$ cat config.mk
export PLATFORM = sky130hd
export DESIGN_NAME = ram_arbiter
export DESIGN_NICKNAME = d
export VERILOG_FILES = /design/src/rtl/ram_arb_pkg.sv /design/src/rtl/ram_rr_arb.sv /design/src/rtl/ram_arbiter.sv
export SDC_FILE = /design/constraint.sdc
export NUM_CORES = 1
export LEC_CHECK = 0
export ABC_AREA = 1
export ABC_CLOCK_PERIOD_IN_PS = 5500
export CORE_MARGIN = 8
export CORE_UTILIZATION = 33
export CTS_BUF_LIST = sky130_fd_sc_hd__clkbuf_4
export DETAILED_ROUTE_END_ITERATION = 10
export HOLD_SLACK_MARGIN = 0.15
export PLACE_DENSITY = 0.89
export SLEW_MARGIN = 20
export SYNTH_ARGS = -nofsm -noshare
export SYNTH_HDL_FRONTEND = slang
export SYNTH_HIERARCHICAL = 1
export SYNTH_SLANG_ARGS = --single-unit
$ cat constraint.sdc
create_clock -name clk -period 5.5 [get_ports clk]
set_clock_uncertainty 0.1 [all_clocks]
set_input_delay 1.1 -clock clk [delete_from_list [all_inputs] [get_ports clk]]
set_output_delay 1.1 -clock clk [all_outputs]
set_load 0.01 [all_outputs]
$ cat src/rtl/ram_arb_pkg.sv
// Shared widths and controller state encoding for the two-port RAM arbiter.
package ram_arb_pkg;
    localparam int ADDR_W    = 3;
    localparam int DATA_W    = 8;
    localparam int NUM_WORDS = 1 << ADDR_W;

    typedef enum logic {
        ST_INIT = 1'b0,
        ST_RUN  = 1'b1
    } state_t;
endpackage

$ cat src/rtl/ram_rr_arb.sv
// Two-way round-robin grant: a lone request wins, a tie goes to the pointer,
// and the pointer moves to the loser after every granted command.
module ram_rr_arb (
    input  logic clk,
    input  logic rst_n,
    input  logic i_enable,
    input  logic i_valid_0,
    input  logic i_valid_1,
    output logic o_grant_0,
    output logic o_grant_1
);
    logic r_rr_ptr;

    always_comb begin
        o_grant_0 = 1'b0;
        o_grant_1 = 1'b0;
        if (i_enable) begin
            if (i_valid_0 && i_valid_1) begin
                o_grant_0 = !r_rr_ptr;
                o_grant_1 = r_rr_ptr;
            end else begin
                o_grant_0 = i_valid_0;
                o_grant_1 = i_valid_1;
            end
        end
    end

    always_ff @(posedge clk or negedge rst_n) begin
        if (!rst_n) begin
            r_rr_ptr <= 1'b0;
        end else if (o_grant_0) begin
            r_rr_ptr <= 1'b1;
        end else if (o_grant_1) begin
            r_rr_ptr <= 1'b0;
        end
    end
endmodule

$ cat src/rtl/ram_arbiter.sv
// Controller in front of an external RAM8_8: fills every word with INIT_VAL,
// then serves two requesters one command per cycle through a round-robin arbiter.
module ram_arbiter
    import ram_arb_pkg::*;
#(
    parameter logic [DATA_W-1:0] INIT_VAL = 8'h00
) (
    input  logic              clk,
    input  logic              rst_n,
    input  logic              clr,
    input  logic              req_valid_0,
    input  logic              req_valid_1,
    output logic              req_ready_0,
    output logic              req_ready_1,
    input  logic              req_we_0,
    input  logic              req_we_1,
    input  logic [ADDR_W-1:0] req_addr_0,
    input  logic [ADDR_W-1:0] req_addr_1,
    input  logic [DATA_W-1:0] req_wdata_0,
    input  logic [DATA_W-1:0] req_wdata_1,
    output logic              rsp_valid_0,
    output logic              rsp_valid_1,
    output logic [DATA_W-1:0] rsp_rdata,
    output logic              init_done,
    output logic              ram_wr_enb,
    output logic              ram_rd_enb,
    output logic [ADDR_W-1:0] ram_wr_addr,
    output logic [ADDR_W-1:0] ram_rd_addr,
    output logic [DATA_W-1:0] ram_data_in,
    input  logic [DATA_W-1:0] ram_data_out
);
    state_t            r_state;
    state_t            w_next_state;
    logic [ADDR_W-1:0] r_cnt;
    logic [ADDR_W-1:0] w_next_cnt;
    logic              w_serve;
    logic              w_grant_0;
    logic              w_grant_1;
    logic              r_rsp_valid_0;
    logic              r_rsp_valid_1;

    assign w_serve = (r_state == ST_RUN) && !clr;

    ram_rr_arb u_rr_arb (
        .clk       (clk),
        .rst_n     (rst_n),
        .i_enable  (w_serve),
        .i_valid_0 (req_valid_0),
        .i_valid_1 (req_valid_1),
        .o_grant_0 (w_grant_0),
        .o_grant_1 (w_grant_1)
    );

    always_ff @(posedge clk or negedge rst_n) begin
        if (!rst_n) begin
            r_state <= ST_INIT;
            r_cnt   <= '0;
        end else begin
            r_state <= w_next_state;
            r_cnt   <= w_next_cnt;
        end
    end

    always_comb begin
        w_next_state = r_state;
        w_next_cnt   = r_cnt;
        case (r_state)
            ST_INIT: begin
                if (clr) begin
                    w_next_cnt = '0;
                end else begin
                    w_next_cnt = r_cnt + 3'd1;
                    if (r_cnt == ADDR_W'(NUM_WORDS - 1)) begin
                        w_next_state = ST_RUN;
                    end
                end
            end
            ST_RUN: begin
                if (clr) begin
                    w_next_state = ST_INIT;
                    w_next_cnt   = '0;
                end
            end
            default: begin
                w_next_state = ST_INIT;
                w_next_cnt   = '0;
            end
        endcase
    end

    // Only one requester is ever granted, so write and read enables never split across requesters.
    always_comb begin
        ram_wr_enb  = 1'b0;
        ram_wr_addr = r_cnt;
        ram_data_in = INIT_VAL;
        ram_rd_enb  = 1'b0;
        ram_rd_addr = '0;
        if (r_state == ST_INIT) begin
            ram_wr_enb = 1'b1;
        end else if (w_grant_0) begin
            if (req_we_0) begin
                ram_wr_enb  = 1'b1;
                ram_wr_addr = req_addr_0;
                ram_data_in = req_wdata_0;
            end else begin
                ram_rd_enb  = 1'b1;
                ram_rd_addr = req_addr_0;
            end
        end else if (w_grant_1) begin
            if (req_we_1) begin
                ram_wr_enb  = 1'b1;
                ram_wr_addr = req_addr_1;
                ram_data_in = req_wdata_1;
            end else begin
                ram_rd_enb  = 1'b1;
                ram_rd_addr = req_addr_1;
            end
        end
    end

    // Response follows the RAM's one-cycle read latency, independent of any clr that arrives meanwhile.
    always_ff @(posedge clk or negedge rst_n) begin
        if (!rst_n) begin
            r_rsp_valid_0 <= 1'b0;
            r_rsp_valid_1 <= 1'b0;
        end else begin
            r_rsp_valid_0 <= w_grant_0 && !req_we_0;
            r_rsp_valid_1 <= w_grant_1 && !req_we_1;
        end
    end

    assign req_ready_0 = w_grant_0;
    assign req_ready_1 = w_grant_1;
    assign rsp_valid_0 = r_rsp_valid_0;
    assign rsp_valid_1 = r_rsp_valid_1;
    assign rsp_rdata   = ram_data_out;
    assign init_done   = (r_state == ST_RUN);
endmodule
; After elaboration in Yosys (flattened, before gate mapping)
; Cells that the tools add are included.
[totals]
regBits = 7
word_cells = 56
[classes]
addsub = 1
eq_ne = 2
n_mux = 38
n_bitwise = 1
reduce_logical = 9
[ops]
columns = op, n
row1 = 8-bit two-way mux, 5
row2 = 3-bit two-way mux, 12
row3 = 1-bit two-way mux, 19
row4 = 3-bit one-hot mux with 2 select lines, 1
row5 = 1-bit logical AND, 4
row6 = 1-bit logical NOT, 4
row7 = 3-bit by 1-bit adder with 3-bit output (second input constant), 1
row8 = 3-bit == test (second input constant), 1
row9 = 2-bit inequality test (second input constant), 1
row10 = 1-bit one-hot mux with 2 select lines, 1
row11 = 2-bit nonzero test, 1
row12 = 1-bit NOT, 1

; Depth between registers and ports, before layout
[depth]
ltp_word = 6
mapped_depth = 14
depth_no_buf = 13

; By module
; The synthesis kept the hierarchy.
[modules_own_cells]
columns = mod, instances, cells_per_inst, area_per_inst_um2, seq_area_each_um2
row1 = ram_arbiter, 1, 100, 615.6, 150.1
row2 = ram_rr_arb, 1, 11, 63.8, 25.0

; Worst setup path after synthesis
; No wires, ideal clock.
[synth_path]
path_kind = input-to-output
start = input port clr
end = output port ram_rd_addr[0]
arrival_ps = 2402
slack_ps = 1898
cell_stages = 9
path_cell_list = inv_1 > nand2_1 > inv_1 > nand2_1 > a21oi_1 > inv_1 > nor3_1 > nand2_1 > a21oi_1
[synth_between]
elab_chain_cells = 6
[synth_lines]
columns = item, line
row1 = from (decl), ram_arbiter.sv:10  ; input logic clr,
row2 = 1-bit logical NOT, ram_arbiter.sv:42  ; assign w_serve = (r_state == ST_RUN) && !clr;
row3 = 1-bit logical AND, ram_arbiter.sv:42
row4 = via w_serve, ram_arbiter.sv:36  ; logic w_serve;
row5 = 1-bit two-way mux, ram_rr_arb.sv:17  ; if (i_enable) begin
row6 = via req_ready_1, ram_arbiter.sv:14  ; output logic req_ready_1,
row7 = 3-bit two-way mux, ram_arbiter.sv:109  ; end else if (w_grant_1) begin
row8 = 3-bit two-way mux, ram_arbiter.sv:100  ; end else if (w_grant_0) begin
row9 = 3-bit two-way mux, ram_arbiter.sv:98  ; if (r_state == ST_INIT) begin
row10 = to (decl), ram_arbiter.sv:28  ; output logic [ADDR_W-1:0] ram_rd_addr,
; The timed path passes the listed nets, and every way through them passes these cells.

; Worst setup path after layout
[layout_path]
start = input port clr
end = output port ram_wr_addr[1]
[layout_between]
elab_chain_cells = 6
[layout_lines]
columns = item, line
row1 = 1-bit logical NOT (*), ram_arbiter.sv:42
row2 = 1-bit logical AND (*), ram_arbiter.sv:42
row3 = via w_serve, ram_arbiter.sv:36
row4 = 1-bit two-way mux, ram_rr_arb.sv:17
row5 = 3-bit two-way mux, ram_arbiter.sv:109
row6 = 3-bit two-way mux (*), ram_arbiter.sv:100
row7 = 3-bit two-way mux (*), ram_arbiter.sv:98
row8 = to (decl), ram_arbiter.sv:27  ; output logic [ADDR_W-1:0] ram_wr_addr,
; Mark *: on every way through the listed nets, which the timed path passes. The rest lies on a longest branch.

==> summary by stage <==
Outcome
The flow ran to the end, and the final reports show no timing, DRC or antenna violations.

STA
The count of final hold-check violations was 0. The final critical path time including I/O delays and setup is 4.731 ns. The setup TNS after final layout is 0 ns. The final critical path takes up a little under nine tenths of the cycle. At the pin with the least slew margin, the transition time is 0.4967 ns. The worst pin sits at a relative slew slack of about 67%.

Derived from the worst setup path, the maximum achievable clock frequency is 211.4 MHz. Setup repair after global routing left no endpoint under its margin. The worst slack on hold paths is roughly 0.4 ns.

Setup violations remaining at the end of the flow were counted as 0. The max-slew violation total from the final report is 0.

Synthesis
Synthesis produced a netlist with a net count of 150. Counting flops with a built-in enable in the synthesized netlist gives 0. The proportion of netlist area held by the largest area contributor is 25.78%.

Dividing the synthesized area by the synthesized cell count gives 6.121 um^2. The cell count after synthesis is 111. The share of the Yosys chip area taken by registers is 25.78%.

The share of flip-flops with an asynchronous set or reset is 100.0%. The flip-flop and latch count after synthesis is 7. For this run, the number of Yosys warnings is 6. By count the netlist is led by 43 x sky130_fd_sc_hd__nand2_1, 13 x sky130_fd_sc_hd__inv_1, 12 x sky130_fd_sc_hd__nor2_1. The library cell occupying the most area in the post-synthesis netlist is sky130_fd_sc_hd__dfrtp_1. By instance count, the leading cell after synthesis is sky130_fd_sc_hd__nand2_1.

Ranked by total cell area, the synthesized netlist is headed by sky130_fd_sc_hd__dfrtp_1 26%, sky130_fd_sc_hd__nand2_1 24%, sky130_fd_sc_hd__buf_4 11%. For this run, the leading register cell type out of synthesis is sky130_fd_sc_hd__dfrtp_1. The number of library cell types mapped by synthesis is 16. The cell area after synthesis is 679.4 um^2.

Floorplanning
The floorplan step set the die height to 61.38 um. The core box area is between 0.0015 and 0.002 mm^2. The die is 61.38 um wide. The initial utilization of the core area, before any placement, comes to 34.63%.

The count of pins on the block boundary is 66. The row count is 16. The die covers between 0.003 and 0.004 mm^2.

Critical path
The critical path is of the input pin to output port type. The endpoint arrival time on the critical path is 3.53 ns. The signal on the critical path passes through clkdlybuf4s50_1 -> inv_1 -> nand2_1 -> inv_1 -> nand2_1 -> a21oi_1 -> nand2_1 -> nor2_2 -> nand2_1 -> nand2_1 -> nand2_1 -> nand2_1 -> clkdlybuf4s50_1. The worst register-to-register path has a setup slack of between 3 and 4 ns.

The type of element launching the critical path is an input pin. The element type at the critical path end is an output port. For this run, the slowest stage of the critical path takes 0.54 ns. Among all stages on the critical path, the largest delay is contributed by sky130_fd_sc_hd__clkdlybuf4s50_1.

The biggest fanout along the worst timing path is 12. The cell seen most often among critical-path stages is sky130_fd_sc_hd__nand2_1. The worst endpoint required time is about 4.3 ns.

Routing
The DRC violation total after the first TritonRoute iteration is 27. The pre-antenna-repair detailed-routing pass consisted of 4 iterations. In this run the remaining antenna-violating nets after routing total 0.

The mean number of vias per cell is 4.737. The routed wire length is 2511 um. The total number of vias is 848. The wire length per cell after detailed routing is 14.03 um. In the routed design, unresolved DRC markers number 0.

Global routing
The total overflow left after global routing is 0. The combined global-route utilization of all metal layers is 13.05%. The pin count of the biggest net entering global routing is 15.

The number of antenna violations at the first check in global routing is 0. For this run, global-route usage on met3 was measured as 5.637%. The global-route layer with the greatest usage is met2. Global routing used between 10 and 15% of the available met1 tracks.

The first global-routing pass estimated 3663 um of wire. For met2 alone, demand over resource in global routing was approximately a fifth. The number of global-route vias before repair came to 782.

CTS
Clock-pin slew was measured on the worst setup and hold paths at 0.05 ns. In this run, CTS created clock tree buffers numbering 3. TritonCTS built the clock tree.

The number of hold-repair buffers added at the cts stage is 0. The longest clock path from root to sink contains 2 buffers. In this run the number of H-tree levels came out at 1. After clock tree synthesis, the setup repair step added 0 buffers. In this run the clock root is driven by a sky130_fd_sc_hd__clkbuf_4.

The number of gates resized after CTS was 0. For the worst-skew pair, the clock arrives at the later sink with an insertion delay of 0.25 ns. The clock net sink count is 7.

Place
The placed wire-length estimate is 2091 um. Once placement completed, the tool counted placed cells totaling 175. The last weighted congestion value of the routability-driven placer is ~0.90. Input and output buffers added on the ports amount to 49.

Run
Across the run, the number of max-cap violations was 0.

Final layout
The number of inserted filler cells in the final layout is between 150 and 200. The share of final-layout standard cells stronger than drive strength 1 is 3.947%. Excluding fillers, the count of instances in the completed layout stands at 179. The post-layout utilization of the core is 58.23%. The relative area change from synthesis to final layout is 68.14%. 0 antenna diodes ended up in the layout. The net total in the final layout is 192.

Power and ir drop
The peak ir drop on the vdd network is 147.9 uV. The analysis attributes to cell leakage a power of 0.5101 nW. The areal power density over the cells is 127.2 mW/mm^2. The design draws around 0.00015 W.

Min path
In this run the worst hold path is classified as flop to flop.
[flip-flops by register name, summed over array words and instances, names as in the netlist]
register	count
init_done	1
r_cnt	3
u_rr_arb/r_rr_ptr	1
rsp_valid_1	1
rsp_valid_0	1
[where the power goes]
part            total, W  leakage, nW  internal [W]  switching [W]
clock          0.0000508       0.0184     0.0000326      0.0000182
combinational  0.0000380        0.397     0.0000246      0.0000133
sequential     0.0000566       0.0951     0.0000542     0.00000243
total           0.000145        0.510      0.000111      0.0000340
[path summary, 6_finish.rpt]
path | from | end | cells past startpoint
min reg2reg | r_cnt[2]$_DFFE_PN0N_ | r_cnt[2]$_DFFE_PN0N_ | 2
min | r_cnt[2]$_DFFE_PN0N_ | r_cnt[2]$_DFFE_PN0N_ | 2
min in group asynchronous | rst_n | u_rr_arb/r_rr_ptr$_DFFE_PN0P_ | 1
max reg2reg | init_done$_DFF_PN0_ | rsp_valid_0$_DFF_PN0_ | 8
max in group asynchronous | rst_n | r_cnt[2]$_DFFE_PN0N_ | 1
max | clr | ram_wr_addr[1] | 13
[area by class of cell]
| type | count | area, um^2 | area share (%) |
|---|---|---|---|
| timing repair buffer | 49 | 490.5 | 42.94 |
| multi-input combinational | 78 | 360.3 | 31.54 |
| sequential | 7 | 175.2 | 15.33 |
| inverter | 14 | 52.55 | 4.600 |
| tap | 27 | 33.78 | 2.957 |
| clock buffer | 4 | 30.03 | 2.629 |
[logic make-up (layout without fill, tap and decap cells)]
kind of cell	Yosys count	after routing	share of synthesized area [%]
and+or+nand+nor	61	61	34.99
buffers and inverters	26	67	21.18
AOI/OAI and AO/OA	15	15	14.37
DFF	7	7	25.78
adders and majority gates	2	2	3.683
[cell usage in the layout, fill, tap and decap left out, drive strengths merged, types with 4 or more instances in the layout]
| master | n |
|---|---|
| dfrtp | 7 |
| a22oi | 8 |
| clkbuf | 4 |
| nor2 | 13 |
| inv | 14 |
| clkdlybuf4s50 | 49 |
| a21oi | 4 |
| nand2 | 43 |
| nand3 | 4 |
[per-stage QoR]
stage / area [um^2] / setup WS [ns]
2_1_floorplan: 679.4 / 1.898
6_report: 1142 / 0.7686
3_5_place_dp: 1112 / 0.8172
4_1_cts: 1142 / 0.8071
3_3_place_gp: 1112 / 0.8990
5_1_grt: 1142 / 0.5550
[worst max-delay path: cells and delay by family]
family | cells | cell delay [ns]
AND/OR/NAND/NOR | 8 | 0.98
buffers and inverters | 4 | 1.17
AO/OA/AOI/OAI | 1 | 0.26
[routing by layer]
metal,routed length (um),vias to the layer above
met5,0,-
met4,37,0
met3,268,4
met2,1267,42
met1,937,382
li1,-,420
No activity file was read; power rests on OpenSTA's default activity.
